## config.mk

```make
export PLATFORM = sky130hd
export DESIGN_NAME = spi_ram_ctrl_flat
export DESIGN_NICKNAME = d
export VERILOG_FILES = /design/src/rtl/spi_ram_ctrl_if.sv /design/src/rtl/spi_ram_ctrl.sv /design/src/flat_wrapper.sv
export SDC_FILE = /design/constraint.sdc
export NUM_CORES = 2
export LEC_CHECK = 0
export CAP_MARGIN = 20
export CORE_MARGIN = 8
export CORE_UTILIZATION = 50
export DETAILED_ROUTE_END_ITERATION = 8
export HOLD_SLACK_MARGIN = 0.15
export PLACE_DENSITY = 0.73
export SKIP_LAST_GASP = 1
export SLEW_MARGIN = 20
export SYNTH_ARGS = -nofsm -noshare
export SYNTH_HDL_FRONTEND = slang
export SYNTH_SLANG_ARGS = --single-unit
```

## constraint.sdc

```tcl
create_clock -name clk -period 8.2 [get_ports clk]
set_input_delay 1.23 -clock clk [delete_from_list [all_inputs] [get_ports clk]]
set_output_delay 1.23 -clock clk [all_outputs]
set_load 0.01 [all_outputs]
```

## src/rtl/spi_ram_ctrl_if.sv

```systemverilog
// rtl/spi_ram_ctrl_if.sv - command/response link between the SPI slave and spi_ram_ctrl
interface spi_ram_ctrl_if;
  logic [9:0] din;
  logic       rx_valid;
  logic [7:0] dout;
  logic       tx_valid;
  logic       err;

  modport master (
    output din,
    output rx_valid,
    input  dout,
    input  tx_valid,
    input  err
  );

  modport slave (
    input  din,
    input  rx_valid,
    output dout,
    output tx_valid,
    output err
  );
endinterface

```

## src/rtl/spi_ram_ctrl.sv

```systemverilog
// rtl/spi_ram_ctrl.sv - command-decoding byte RAM behind the SPI slave
// Executes WR_ADDR/WR_DATA/RD_ADDR/RD_DATA words, auto-incrementing both pointers.
module spi_ram_ctrl #(
  parameter int MEM_DEPTH = 256,
  parameter int ADDR_SIZE = 8
) (
  input logic           clk,
  input logic           rst_n,
  spi_ram_ctrl_if.slave bus
);

  typedef enum logic [1:0] {
    OP_WR_ADDR = 2'b00,
    OP_WR_DATA = 2'b01,
    OP_RD_ADDR = 2'b10,
    OP_RD_DATA = 2'b11
  } opcode_t;

  typedef enum logic {
    UNARMED = 1'b0,
    ARMED   = 1'b1
  } rd_state_t;

  rd_state_t            rd_state;
  rd_state_t            rd_state_next;
  logic [ADDR_SIZE-1:0] wr_addr;
  logic [ADDR_SIZE-1:0] rd_addr;
  logic [7:0]           dout_q;
  logic                 tx_valid_q;
  logic                 err_q;
  logic [7:0]           mem [MEM_DEPTH];

  opcode_t              opcode;
  logic [ADDR_SIZE-1:0] cmd_addr;
  logic                 do_wr_addr;
  logic                 do_wr_data;
  logic                 do_rd_addr;
  logic                 do_rd_data;
  logic                 do_rd_err;

  assign opcode   = opcode_t'(bus.din[9:8]);
  assign cmd_addr = bus.din[ADDR_SIZE-1:0];

  always_ff @(posedge clk or negedge rst_n) begin
    if (!rst_n) begin
      rd_state <= UNARMED;
    end else begin
      rd_state <= rd_state_next;
    end
  end

  // A read-data command only produces data once an RD_ADDR has armed the read side.
  always_comb begin
    rd_state_next = rd_state;
    do_wr_addr    = 1'b0;
    do_wr_data    = 1'b0;
    do_rd_addr    = 1'b0;
    do_rd_data    = 1'b0;
    do_rd_err     = 1'b0;
    if (bus.rx_valid) begin
      unique case (opcode)
        OP_WR_ADDR: do_wr_addr = 1'b1;
        OP_WR_DATA: do_wr_data = 1'b1;
        OP_RD_ADDR: begin
          do_rd_addr    = 1'b1;
          rd_state_next = ARMED;
        end
        OP_RD_DATA: begin
          if (rd_state == ARMED) begin
            do_rd_data = 1'b1;
          end else begin
            do_rd_err = 1'b1;
          end
        end
        default: ;
      endcase
    end
  end

  always_ff @(posedge clk or negedge rst_n) begin
    if (!rst_n) begin
      wr_addr <= '0;
    end else if (do_wr_addr) begin
      wr_addr <= cmd_addr;
    end else if (do_wr_data) begin
      wr_addr <= wr_addr + 1'b1;
    end
  end

  always_ff @(posedge clk or negedge rst_n) begin
    if (!rst_n) begin
      rd_addr    <= '0;
      dout_q     <= 8'h00;
      tx_valid_q <= 1'b0;
      err_q      <= 1'b0;
    end else begin
      tx_valid_q <= do_rd_data;
      err_q      <= do_rd_err;
      if (do_rd_addr) begin
        rd_addr <= cmd_addr;
      end else if (do_rd_data) begin
        rd_addr <= rd_addr + 1'b1;
        dout_q  <= mem[rd_addr];
      end
    end
  end

  // Storage is deliberately left out of reset so it maps onto a plain RAM.
  always_ff @(posedge clk) begin
    if (do_wr_data) begin
      mem[wr_addr] <= bus.din[7:0];
    end
  end

  assign bus.dout     = dout_q;
  assign bus.tx_valid = tx_valid_q;
  assign bus.err      = err_q;

endmodule

```

## src/flat_wrapper.sv

```systemverilog
// flat-port wrapper written by rule: the top's interface ports become plain ports
module spi_ram_ctrl_flat 
#(
  parameter int MEM_DEPTH = 256,
  parameter int ADDR_SIZE = 8
)
  (clk, rst_n, bus_din, bus_rx_valid, bus_dout, bus_tx_valid, bus_err);
  spi_ram_ctrl_if bus_i ();
  input logic clk;
  input logic rst_n;
  input wire logic [$bits(bus_i.din)-1:0] bus_din;
  input wire logic [$bits(bus_i.rx_valid)-1:0] bus_rx_valid;
  output wire logic [$bits(bus_i.dout)-1:0] bus_dout;
  output wire logic [$bits(bus_i.tx_valid)-1:0] bus_tx_valid;
  output wire logic [$bits(bus_i.err)-1:0] bus_err;
  assign bus_i.din = bus_din;
  assign bus_i.rx_valid = bus_rx_valid;
  assign bus_dout = bus_i.dout;
  assign bus_tx_valid = bus_i.tx_valid;
  assign bus_err = bus_i.err;
  spi_ram_ctrl #(.MEM_DEPTH(MEM_DEPTH), .ADDR_SIZE(ADDR_SIZE)) u_core (.clk(clk), .rst_n(rst_n), .bus(bus_i));
endmodule
```

Word-level counts from Yosys, hierarchy flattened
Memories as Yosys holds them, arrays and structs flattened. A register that Yosys moved wholly into a read port is not among the register bits.
Index checks and enable logic that the tools add are counted.
{ "op_classes": {"mux": 18, "n_addsub": 2, "bitwise": 1, "n_reduce_logical": 6, "n_eq_ne": 3} }
{ "ops": {"columns": ["cell", "count"], "rows": [
  ["$mux 8", 4],
  ["$add 8x1->8 const B", 2],
  ["$mux 1", 14],
  ["$eq 2x2->1 const B", 2],
  ["$reduce_and 2->1", 2],
  ["$reduce_bool 2->1", 2],
  ["$eq 2x1->1 const B", 1],
  ["$logic_not 2->1", 1],
  ["$logic_not 1->1", 1],
  ["$not 1->1", 1]
]} }
{ "word_totals": {"mem_count": 1, "input_bits": 13, "ram_bits": 2048, "wordCells": 36, "regBits": 19} }
{ "memory_table": {"columns": ["name", "depth", "word_bits", "rd", "rd_clocked_by_memory_dff", "wr", "line", "rtl"], "rows": [
  ["u_core.mem", 256, 8, 1, 1, 1, "spi_ram_ctrl.sv:31", "logic [7:0] mem [MEM_DEPTH];"]
]} }

Logic depth before layout (Yosys ltp)
{ "depth": {"ltp_word": 5, "depth_mapped": 13} }

Worst setup path after synthesis
Ideal clock, no wire load.
{ "synth_path": {"path_kind": "input to register", "from": "input port bus_rx_valid", "to": "memory u_core.mem[177][0], enable pin", "t_required_ns": 7.830, "path_slack_ns": 4.746, "cell_stages": 8, "n_path_buf": 4, "setup_ns": 0.370, "t_arrival_ns": 3.084, "path_cell_list": "nor2b_1 > clkbuf_1 > and2_1 > clkbuf_1 > buf_1 > nand3_1 > clkbuf_1 > nor2_1"} }
{ "synth_between": {"elab_chain_cells": 3} }
{ "synth_rtl": {"columns": ["item", "line", "rtl"], "rows": [
  ["start: declaration", "flat_wrapper.sv:12", "input wire logic [$bits(bus_i.rx_valid)-1:0] bus_rx_valid;"],
  ["$mux 1", "spi_ram_ctrl.sv:60", "if (bus.rx_valid) begin"],
  ["$mux 1", "spi_ram_ctrl.sv:110", "if (do_wr_data) begin"],
  ["$mux 1 (implied by the code)", "spi_ram_ctrl.sv:111", "mem[wr_addr] <= bus.din[7:0];"],
  ["end: declaration", "spi_ram_ctrl.sv:31", null]
]} }
No other way between the ends.

Worst setup path in the final report
{ "layout_path": {"from": "input port bus_rx_valid", "to": "memory u_core.mem[54][4], enable pin"} }
The elaborated chain is that of the path after synthesis.

==> reports/metrics.yaml <==
cts.sinks: 2075
root_buffer: "clkbuf_16"
synthDistinctLibCells: 67
drc_errors: 0
grt_pass1_wl_um: 296000
grtUsageMet2_pct: 34.8
cts_buffers: 198
combPwrFrac_pct: 16.2
cts_resized: 0
cts_tree: "done"
wire_per_inst_um: 32.4
worst_path_max_delay_cell: "nand3_1"
grt_setup_unrepaired: "false"
synth-edff-count: 2048
crit_family: "simple AND/OR/NAND/NOR gates"
drv_cap: 0
cts_hold_buffers: 0
h-tree-depth: 4
path_clk_slew_ns: 0.06
grt_max_degree: 187
final.setup.tns_ns: 0
crit_chain: "clkdlybuf4s50_1 -> nor2b_1 -> buf_4 -> and2_1 -> nand3_1 -> buf_4 -> nor2_1"
viasPerCell: 6.52
yosysSeqAreaShare_pct: 76.5
gp_congestion: 0.900
grt_pass1_vias: 40800
fin_crit_sh_pct: 59.8
layout.nets: 4037
ir_drop_mv: 0.249
crit_required_ns: 8.66
grt.overflow.total: 0
fin_crit_ns: 4.90
cpMostUsedCell: "buf_4"
grt_usage_pct: 23.2
cts_setup_buffers: 0
clkPwrFrac_pct: 36.4
ant_nets: 0
io_buffers: 22
reg2reg_slack_ns: 3.54
relSlewSlack_pct: 9.25
antenna_found_initial: 8
vias: 41500
cp_max_fo: 19
drt_iter0_markers: 6189
avgSynthCellArea_um2: 20.5
crit_buf_inv: 3
clk_latency_ns: 0.85
p_sw_share_pct: 26.4
grt_use_met1_pct: 31.6
ys_ff_latch: 2075
top_usage_layer: "met2"
use_met3_pct: 7.33
coreArea_um2: 162000
status: "complete, no violations"
rows: 148
start_util_pct: 50.2
dieWidth_um: 419
cp-start-kind: "input pin"
worstPathArrival_ns: 5.36
finClkSkew_ns: 0.0421
syn2layout_area_growth_pct: 10.8
finalSetupViolCount: 0
final_hold_viol_count: 0
cp-end-kind: "flip-flop"
yosysWarnings: 0
synthArstFlopShare_pct: 1.30
synth_flop_cell: "edfxtp_1"
synth_area_um2: 81300
wirelength_um: 206000
dieArea_um2: 176000
layout_common_cells: "2048 x edfxtp_1, 432 x mux4_2, 293 x nor2_1"
mostFrequentLayoutCell: "edfxtp_1"
p_seq_share_pct: 47.4
firstDrtPassIters: 6
power_density_nw_per_um2: 278
drive_gt1_share_pct: 20.1
power_switching_mw: 6.62
utilization_pct: 55.6
slowest_delay_ns: 1.09
dp_hpwl_um: 120000
ios: 23
power_leakage_nw: 27.8
syn_inst: 3967
hp-class: "reg2reg"
worst_pin_slew_ns: 1.33
intPower_mw: 18.4
clock.fmax_mhz: 204
die_y_um: 419
slew_violations: 0
crit_type: "in2reg"
clock_path_buffers: 3
synth_nets: 3985
-- cell usage after synthesis, types with 6 or more instances --
cell type / count / area, um^2
mux4_2: 432 / 9730
o211ai_1: 12 / 90.1
nand3_1: 46 / 230
a221oi_1: 44 / 385
a31oi_1: 14 / 87.6
mux2_2: 12 / 135
a22oi_1: 38 / 285
nand2b_1: 12 / 75.1
a221o_1: 30 / 300
buf_4: 29 / 218
a211oi_1: 16 / 120
o31ai_1: 20 / 150
edfxtp_1: 2048 / 61500
and2_1: 6 / 37.5
a21oi_1: 70 / 350
mux2i_1: 259 / 2590
nor4_1: 9 / 56.3
nand2_1: 105 / 394
nor2b_1: 16 / 100
nor3_1: 19 / 95.1
o221ai_1: 16 / 140
clkbuf_1: 108 / 405
dfrtp_1: 27 / 676
nand4_1: 7 / 43.8
buf_2: 48 / 240
o21ai_0: 63 / 315
o22ai_1: 27 / 169
buf_6: 38 / 428
nor2_1: 296 / 1110
buf_1: 17 / 63.8
-- worst paths after layout --
path                                          startpoint                        endpoint  cells past startpoint
min in group asynchronous                          rst_n  u_core.bus.dout[4]$_DFFE_PN0P_                      2
hold / removal               u_core.rd_state$_DFFE_PN0P_        u_core.bus.err$_DFF_PN0_                      1
setup / recovery                            bus_rx_valid     u_core.mem[54][4]$_DFFE_PP_                      7
max in group asynchronous                          rst_n   u_core.rd_addr[0]$_DFFE_PN0P_                      2
hold reg to reg              u_core.rd_state$_DFFE_PN0P_        u_core.bus.err$_DFF_PN0_                      1
setup reg to reg           u_core.rd_addr[0]$_DFFE_PN0P_  u_core.bus.dout[3]$_DFFE_PN0P_                      7
-- stage by stage --
step           area, um^2  hold slack, ns  instances  power (mW)  setup WS [ns]
6_report            90100           0.469       6366        25.0           3.30
5_1_grt             90100           0.472       6363        25.6           3.27
4_1_cts             90000           0.458       6362        25.0           3.51
3_5_place_dp        83600           0.448       5993        16.1           2.61
3_3_place_gp        83600           0.441       5993        16.0           2.69
2_1_floorplan       81300           0.422       3967        14.6           4.75
-- flip-flops by register name, indices dropped and copies added, names as in the netlist --
name,count
u_core.rd_addr,8
u_core.bus.dout,8
u_core.bus.err,1
u_core.bus.tx_valid,1
u_core.wr_addr,8
u_core.mem,2048
u_core.rd_state,1
-- cell type report --
class | instances | area [um^2]
fill | 11800 | 71900
sequential | 2075 | 62200
multi-input combinational | 1638 | 17700
clock buffer | 236 | 5140
tap | 2175 | 2720
clock inverter | 133 | 1340
timing repair buffer | 98 | 978
inverter | 8 | 35.0
antenna | 3 | 7.51
-- cell families after synthesis --
family	Yosys count	synth area share, %
AO/OA/AOI/OAI	392	3.41
AND/OR/NAND/NOR	535	2.80
adder cells (fa/ha/maj)	5	0.0770
multiplexers	706	15.4
flip-flops	2075	76.5
buffers and inverters	254	1.79
-- layer usage --
metal / wire (um) / vias to the layer above
li1: - / 16600
met1: 76300 / 21500
met2: 93700 / 2972
met3: 26100 / 510
met4: 9860 / 6
met5: 37 / -
-- power by group through the flow --
stage	Clock, mW	Sequential [mW]	Combinational [mW]
after CTS	9.17	11.9	4.00
after floorplan	0	11.9	2.69
after global placement	0	12.1	3.96
final	9.11	11.9	4.06
after detailed placement	0	12.1	3.99
after global routing	9.58	11.9	4.21
No activity file was read; power rests on OpenSTA's default activity.
